===== src/rtl/park_ctrl_multi.sv =====
// Multi-floor parking controller: per-floor free-spot counters, lowest-free-floor
// routing, a timed entry gate, and pulses for refused entries and illegal exits.
module park_ctrl_multi #(
  parameter int NUM_FLOORS      = 4,
  parameter int SPOTS_PER_FLOOR = 9,
  parameter int GATE_CYCLES     = 3,
  localparam int FW = (NUM_FLOORS > 1) ? $clog2(NUM_FLOORS) : 1,
  localparam int CW = $clog2(SPOTS_PER_FLOOR + 1),
  localparam int TW = $clog2(NUM_FLOORS * SPOTS_PER_FLOOR + 1)
) (
  input  logic          clk,
  input  logic          rst,
  input  logic          car_in,
  input  logic          car_out,
  input  logic [FW-1:0] out_floor,
  output logic [FW-1:0] current_floor,
  output logic [CW-1:0] floor_free,
  output logic [TW-1:0] free_total,
  output logic          parking_full,
  output logic          parking_empty,
  output logic          gate_open,
  output logic          in_reject,
  output logic          out_error
);

  localparam int GW = (GATE_CYCLES > 1) ? $clog2(GATE_CYCLES) : 1;

  typedef enum logic {
    ST_IDLE,
    ST_OPEN
  } state_e;

  state_e          state_q, state_d;
  logic [GW-1:0]   gate_cnt_q, gate_cnt_d;
  logic [CW-1:0]   count_q [NUM_FLOORS];
  logic [CW-1:0]   count_d [NUM_FLOORS];
  logic [TW-1:0]   total_q, total_d;
  logic            in_q, out_q;
  logic            in_reject_q, in_reject_d;
  logic            out_error_q, out_error_d;

  logic            entry_ev, exit_ev;
  logic            full;
  logic            entry_ok, exit_ok;
  logic [FW-1:0]   cur_floor;
  logic [FW-1:0]   out_idx;

  // NOTE: every signal written here gets a default first, so no path can leave
  // one unassigned and infer a latch.
  always_comb begin
    entry_ev = car_in & ~in_q;
    exit_ev  = car_out & ~out_q;
    full     = (total_q == '0);

    // Lowest floor with a free spot; falls back to floor 0 when all are full.
    cur_floor = '0;
    for (int i = NUM_FLOORS - 1; i >= 0; i--) begin
      if (count_q[i] != '0) cur_floor = FW'(i);
    end

    // Out-of-range floors never index the counter array.
    out_idx = '0;
    exit_ok = 1'b0;
    if (32'(out_floor) < 32'(NUM_FLOORS)) begin
      out_idx = out_floor;
      exit_ok = exit_ev && (count_q[out_floor] < CW'(SPOTS_PER_FLOOR));
    end

    entry_ok    = (state_q == ST_IDLE) && entry_ev && !full;
    in_reject_d = (state_q == ST_IDLE) && entry_ev && full;
    out_error_d = exit_ev && !exit_ok;

    state_d    = state_q;
    gate_cnt_d = gate_cnt_q;
    case (state_q)
      ST_IDLE: begin
        if (entry_ok) begin
          state_d    = ST_OPEN;
          gate_cnt_d = GW'(GATE_CYCLES - 1);
        end
      end
      ST_OPEN: begin
        if (gate_cnt_q == '0) state_d = ST_IDLE;
        else                  gate_cnt_d = gate_cnt_q - GW'(1);
      end
      default: state_d = ST_IDLE;
    endcase

    // Entry and exit are both judged on the pre-cycle counts; on the same
    // floor they cancel.
    for (int i = 0; i < NUM_FLOORS; i++) begin
      count_d[i] = count_q[i];
      if (entry_ok && (cur_floor == FW'(i))) count_d[i] = count_d[i] - CW'(1);
      if (exit_ok && (out_idx == FW'(i)))    count_d[i] = count_d[i] + CW'(1);
    end
    total_d = total_q - TW'(entry_ok) + TW'(exit_ok);
  end

  // NOTE: sequential state uses non-blocking assignments so every register
  // samples pre-edge values regardless of statement order. The counter array
  // is reset too, since a reset must restore a fully free garage.
  always_ff @(posedge clk or negedge rst) begin
    if (!rst) begin
      state_q     <= ST_IDLE;
      gate_cnt_q  <= '0;
      total_q     <= TW'(NUM_FLOORS * SPOTS_PER_FLOOR);
      in_q        <= 1'b0;
      out_q       <= 1'b0;
      in_reject_q <= 1'b0;
      out_error_q <= 1'b0;
      for (int i = 0; i < NUM_FLOORS; i++) count_q[i] <= CW'(SPOTS_PER_FLOOR);
    end else begin
      state_q     <= state_d;
      gate_cnt_q  <= gate_cnt_d;
      total_q     <= total_d;
      in_q        <= car_in;
      out_q       <= car_out;
      in_reject_q <= in_reject_d;
      out_error_q <= out_error_d;
      for (int i = 0; i < NUM_FLOORS; i++) count_q[i] <= count_d[i];
    end
  end

  assign current_floor = cur_floor;
  assign floor_free    = count_q[cur_floor];
  assign free_total    = total_q;
  assign parking_full  = full;
  assign parking_empty = (total_q == TW'(NUM_FLOORS * SPOTS_PER_FLOOR));
  assign gate_open     = (state_q == ST_OPEN);
  assign in_reject     = in_reject_q;
  assign out_error     = out_error_q;

endmodule

===== config.mk =====
export PLATFORM = sky130hd
export DESIGN_NAME = park_ctrl_multi
export DESIGN_NICKNAME = d
export VERILOG_FILES = /design/src/rtl/park_ctrl_multi.sv
export SDC_FILE = /design/constraint.sdc
export NUM_CORES = 1
export LEC_CHECK = 0
export ABC_AREA = 1
export BUFFER_PORTS_ARGS = -buffer_cell sky130_fd_sc_hd__buf_2
export CORE_ASPECT_RATIO = 1.4
export CORE_MARGIN = 2
export CORE_UTILIZATION = 47
export DETAILED_ROUTE_END_ITERATION = 6
export GPL_ROUTABILITY_DRIVEN = 0
export HOLD_SLACK_MARGIN = 0.08
export PLACE_DENSITY = 0.66
export SLEW_MARGIN = 20
export SYNTH_ARGS = -nofsm -noshare
export SYNTH_HDL_FRONTEND = slang
export SYNTH_SLANG_ARGS = --single-unit

===== constraint.sdc =====
create_clock -name clk -period 5.1 [get_ports clk]
set_clock_uncertainty 0.05 [all_clocks]
set_input_delay 0.255 -clock clk [delete_from_list [all_inputs] [get_ports clk]]
set_output_delay 0.255 -clock clk [all_outputs]
set_load 0.01 [all_outputs]

==> flow_summary.toml <==
[status]
status = "completed"

[run]
maxCapViolations = 0

[detailed_routing]
drt_iter0_markers = 73
drc = 0
ant_nets = 0
wl_per_cell_um = 12.3
vias_per_cell = 4.90
vias = 1792
firstDrtPassIters = 4
drt-total-wl_um = 4510

[clocking]
clk_latency_ns = 0.28
numCtsBuffers = 5
clk_path_buf_depth = 2
ctsResizeCount = 0
cts_tree = "done"
postCtsSetupBuffers = 0
ctsHoldBuffers = 3
cts-root-buf = "clkbuf_8"
cts.clk_slew.worst_paths_ns = 0.07
clock_sinks = 29
htreeDepth = 2

[grt]
track_usage = 0.200
grt_util_met1 = 0.257
grt.met2_usage = 0.322
antenna_found_initial = 0
grt_max_degree = 30
grt-busiest-layer = "met2"
met3_usage = 0.0503
grt_overflow = 0
grt_pass1_wl_um = 7840
grt_pass1_vias = 1717

[worst_setup_path]
crit_fanout = 14
cp-start-kind = "register"
r2r_end = "free_total[4]"
reg2reg_depth = 12
crit_start = "free_total[2]"
worstSetupEndpointType = "register"
path_class = "reg2reg"
crit_end = "free_total[4]"
r2r_start = "free_total[2]"
r2r_setup_slack_ns = 2.29
cp_data_required_time_ns = 5.21
crit_arrival_ns = 2.92

[floorplanning]
die-area_um2 = 5270
die_height_um = 85.1
die_w_um = 61.9
row_count = 29
core_area_um2 = 4540
floorplan.initialDensity = 0.487
ios = 23

[placement]
hpwl_um = 3540
placed_area_um2 = 2390
io_buffers = 22
placed_cells = 355

[timing]
setup_viol = 0
finalCritPeriodShare = 0.551
worstMarginPinSlew_ns = 0.662
min_period_ns = 2.81
fmax_mhz = 356
fin_setup_tns_ns = 0
maxSlewViolCount = 0
rsz0062_at_grt = "no"
slew_headroom = 0.559
hold_viol = 0

[worst_hold_path]
hold_path_class = "in2reg"

[layout]
drive_gt1_frac = 0.250
num_antenna_cells = 0
fin_area_um2 = 2520
fin_util = 0.555
nNetsFinal = 328
instances_no_fill = 366
area_growth_pct = 14.1

[power]
leakagePower_uw = 0.00130
power_density_nw_per_um2 = 542
ir_drop_uv = 293

[yosys]
synth.distinct_cells = 36
synth_edf_count = 0
synth_seq_cells = 29
netlist_instances = 272
async_flop_share = 1.00
synth_area_per_cell_um2 = 8.11
synth_nets = 297
yosysSeqAreaShare = 0.334
syn_area_um2 = 2210
synth_warnings = 0
synthFlopType = "dfrtp_1"
==> placed cells by master, fill, tap and decap left out, types with 6 or more instances in the layout <==
master / count
nor2_1: 21
xor2_1: 14
nand2_2: 6
buf_2: 22
inv_1: 45
o21ai_0: 6
dfstp_2: 10
inv_2: 9
nand3_1: 15
nand4_1: 9
nand2_1: 52
clkbuf_8: 7
nor2_4: 6
ha_1: 18
a21oi_1: 8
dfrtp_1: 19
==> cell type report <==
cell class	count	area, um^2
Timing Repair Buffer	25	140
Fill cell	463	2020
Multi-Input combinational cell	186	1250
Inverter	56	215
Clock inverter	1	5.00
Sequential cell	29	738
Clock buffer	7	96.3
Tap cell	62	77.6
==> registers in the layout, summed over array words and instances (netlist names) <==
signal,count
in_reject,1
free_total,6
out_q,1
gate_open,1
out_error,1
in_q,1
gate_cnt_q,2
count_q,16
==> per-stage QoR <==
stage	setup slack (ns)	hold slack (ns)	power [uW]
after floorplan	2.44	-0.0906	977
after global placement	2.36	0.274	1150
after detailed placement	2.27	0.274	1160
after CTS	2.26	0.317	1380
after global routing	2.13	0.345	1510
final	2.29	0.327	1360
==> per-layer routing <==
metal | part of all wire | vias up
met3 | 0.047 | 4
met4 | 0.012 | 0
met2 | 0.50 | 42
met5 | 0 | -
li1 | - | 924
met1 | 0.44 | 822
==> power breakdown <==
group / internal, uW / switching (uW)
Clock: 122 / 88.2
Sequential: 359 / 82.8
Combinational: 281 / 432
==> worst min path at each step <==
stage / start / endpoint / slack (ns) / cells past startpoint
floorplan: rst / count_q[10] / -0.09 / 0
global placement: rst / free_total[3] / 0.27 / 1
detailed placement: rst / free_total[4] / 0.27 / 1
CTS: out_floor[1] / count_q[12] / 0.32 / 4
global route: out_floor[1] / count_q[12] / 0.35 / 4
finish: out_floor[1] / count_q[12] / 0.33 / 4
==> synthesized netlist by cell type, drive strengths merged (2+ instances only) <==
library cell | count | area (um^2)
nand3 | 20 | 133
inv | 55 | 211
dfrtp | 19 | 475
xor2 | 15 | 139
xnor2 | 5 | 43.8
o21ai | 10 | 65.1
ha | 18 | 225
nor3 | 2 | 10.0
a21oi | 8 | 40.0
dfstp | 10 | 263
a22oi | 2 | 15.0
nand4 | 10 | 77.6
nor2 | 29 | 173
nand2 | 61 | 267
==> critical path, stage by stage, from the launching register on <==
cell     delay, ns
dfstp_2       0.54
inv_1         0.05
ha_1          0.18
nand3_1       0.11
inv_2         0.06
nor2_4        0.37
ha_1          0.31
inv_1         0.05
ha_1          0.16
inv_1         0.06
fa_1          0.40
o21a_1        0.22
xor2_1        0.14
==> cell families (layout without fill, tap and decap cells) <==
kind of cell	after synthesis	after routing	synth area share
AOI/OAI and AO/OA	24	24	0.0692
adders and majority gates	19	19	0.111
buffers and inverters	57	89	0.101
xor gates and xnor gates	20	20	0.0828
DFF	29	29	0.334
and+or+nand+nor	123	123	0.302
Note: power is estimated with default switching activity, not from simulation.
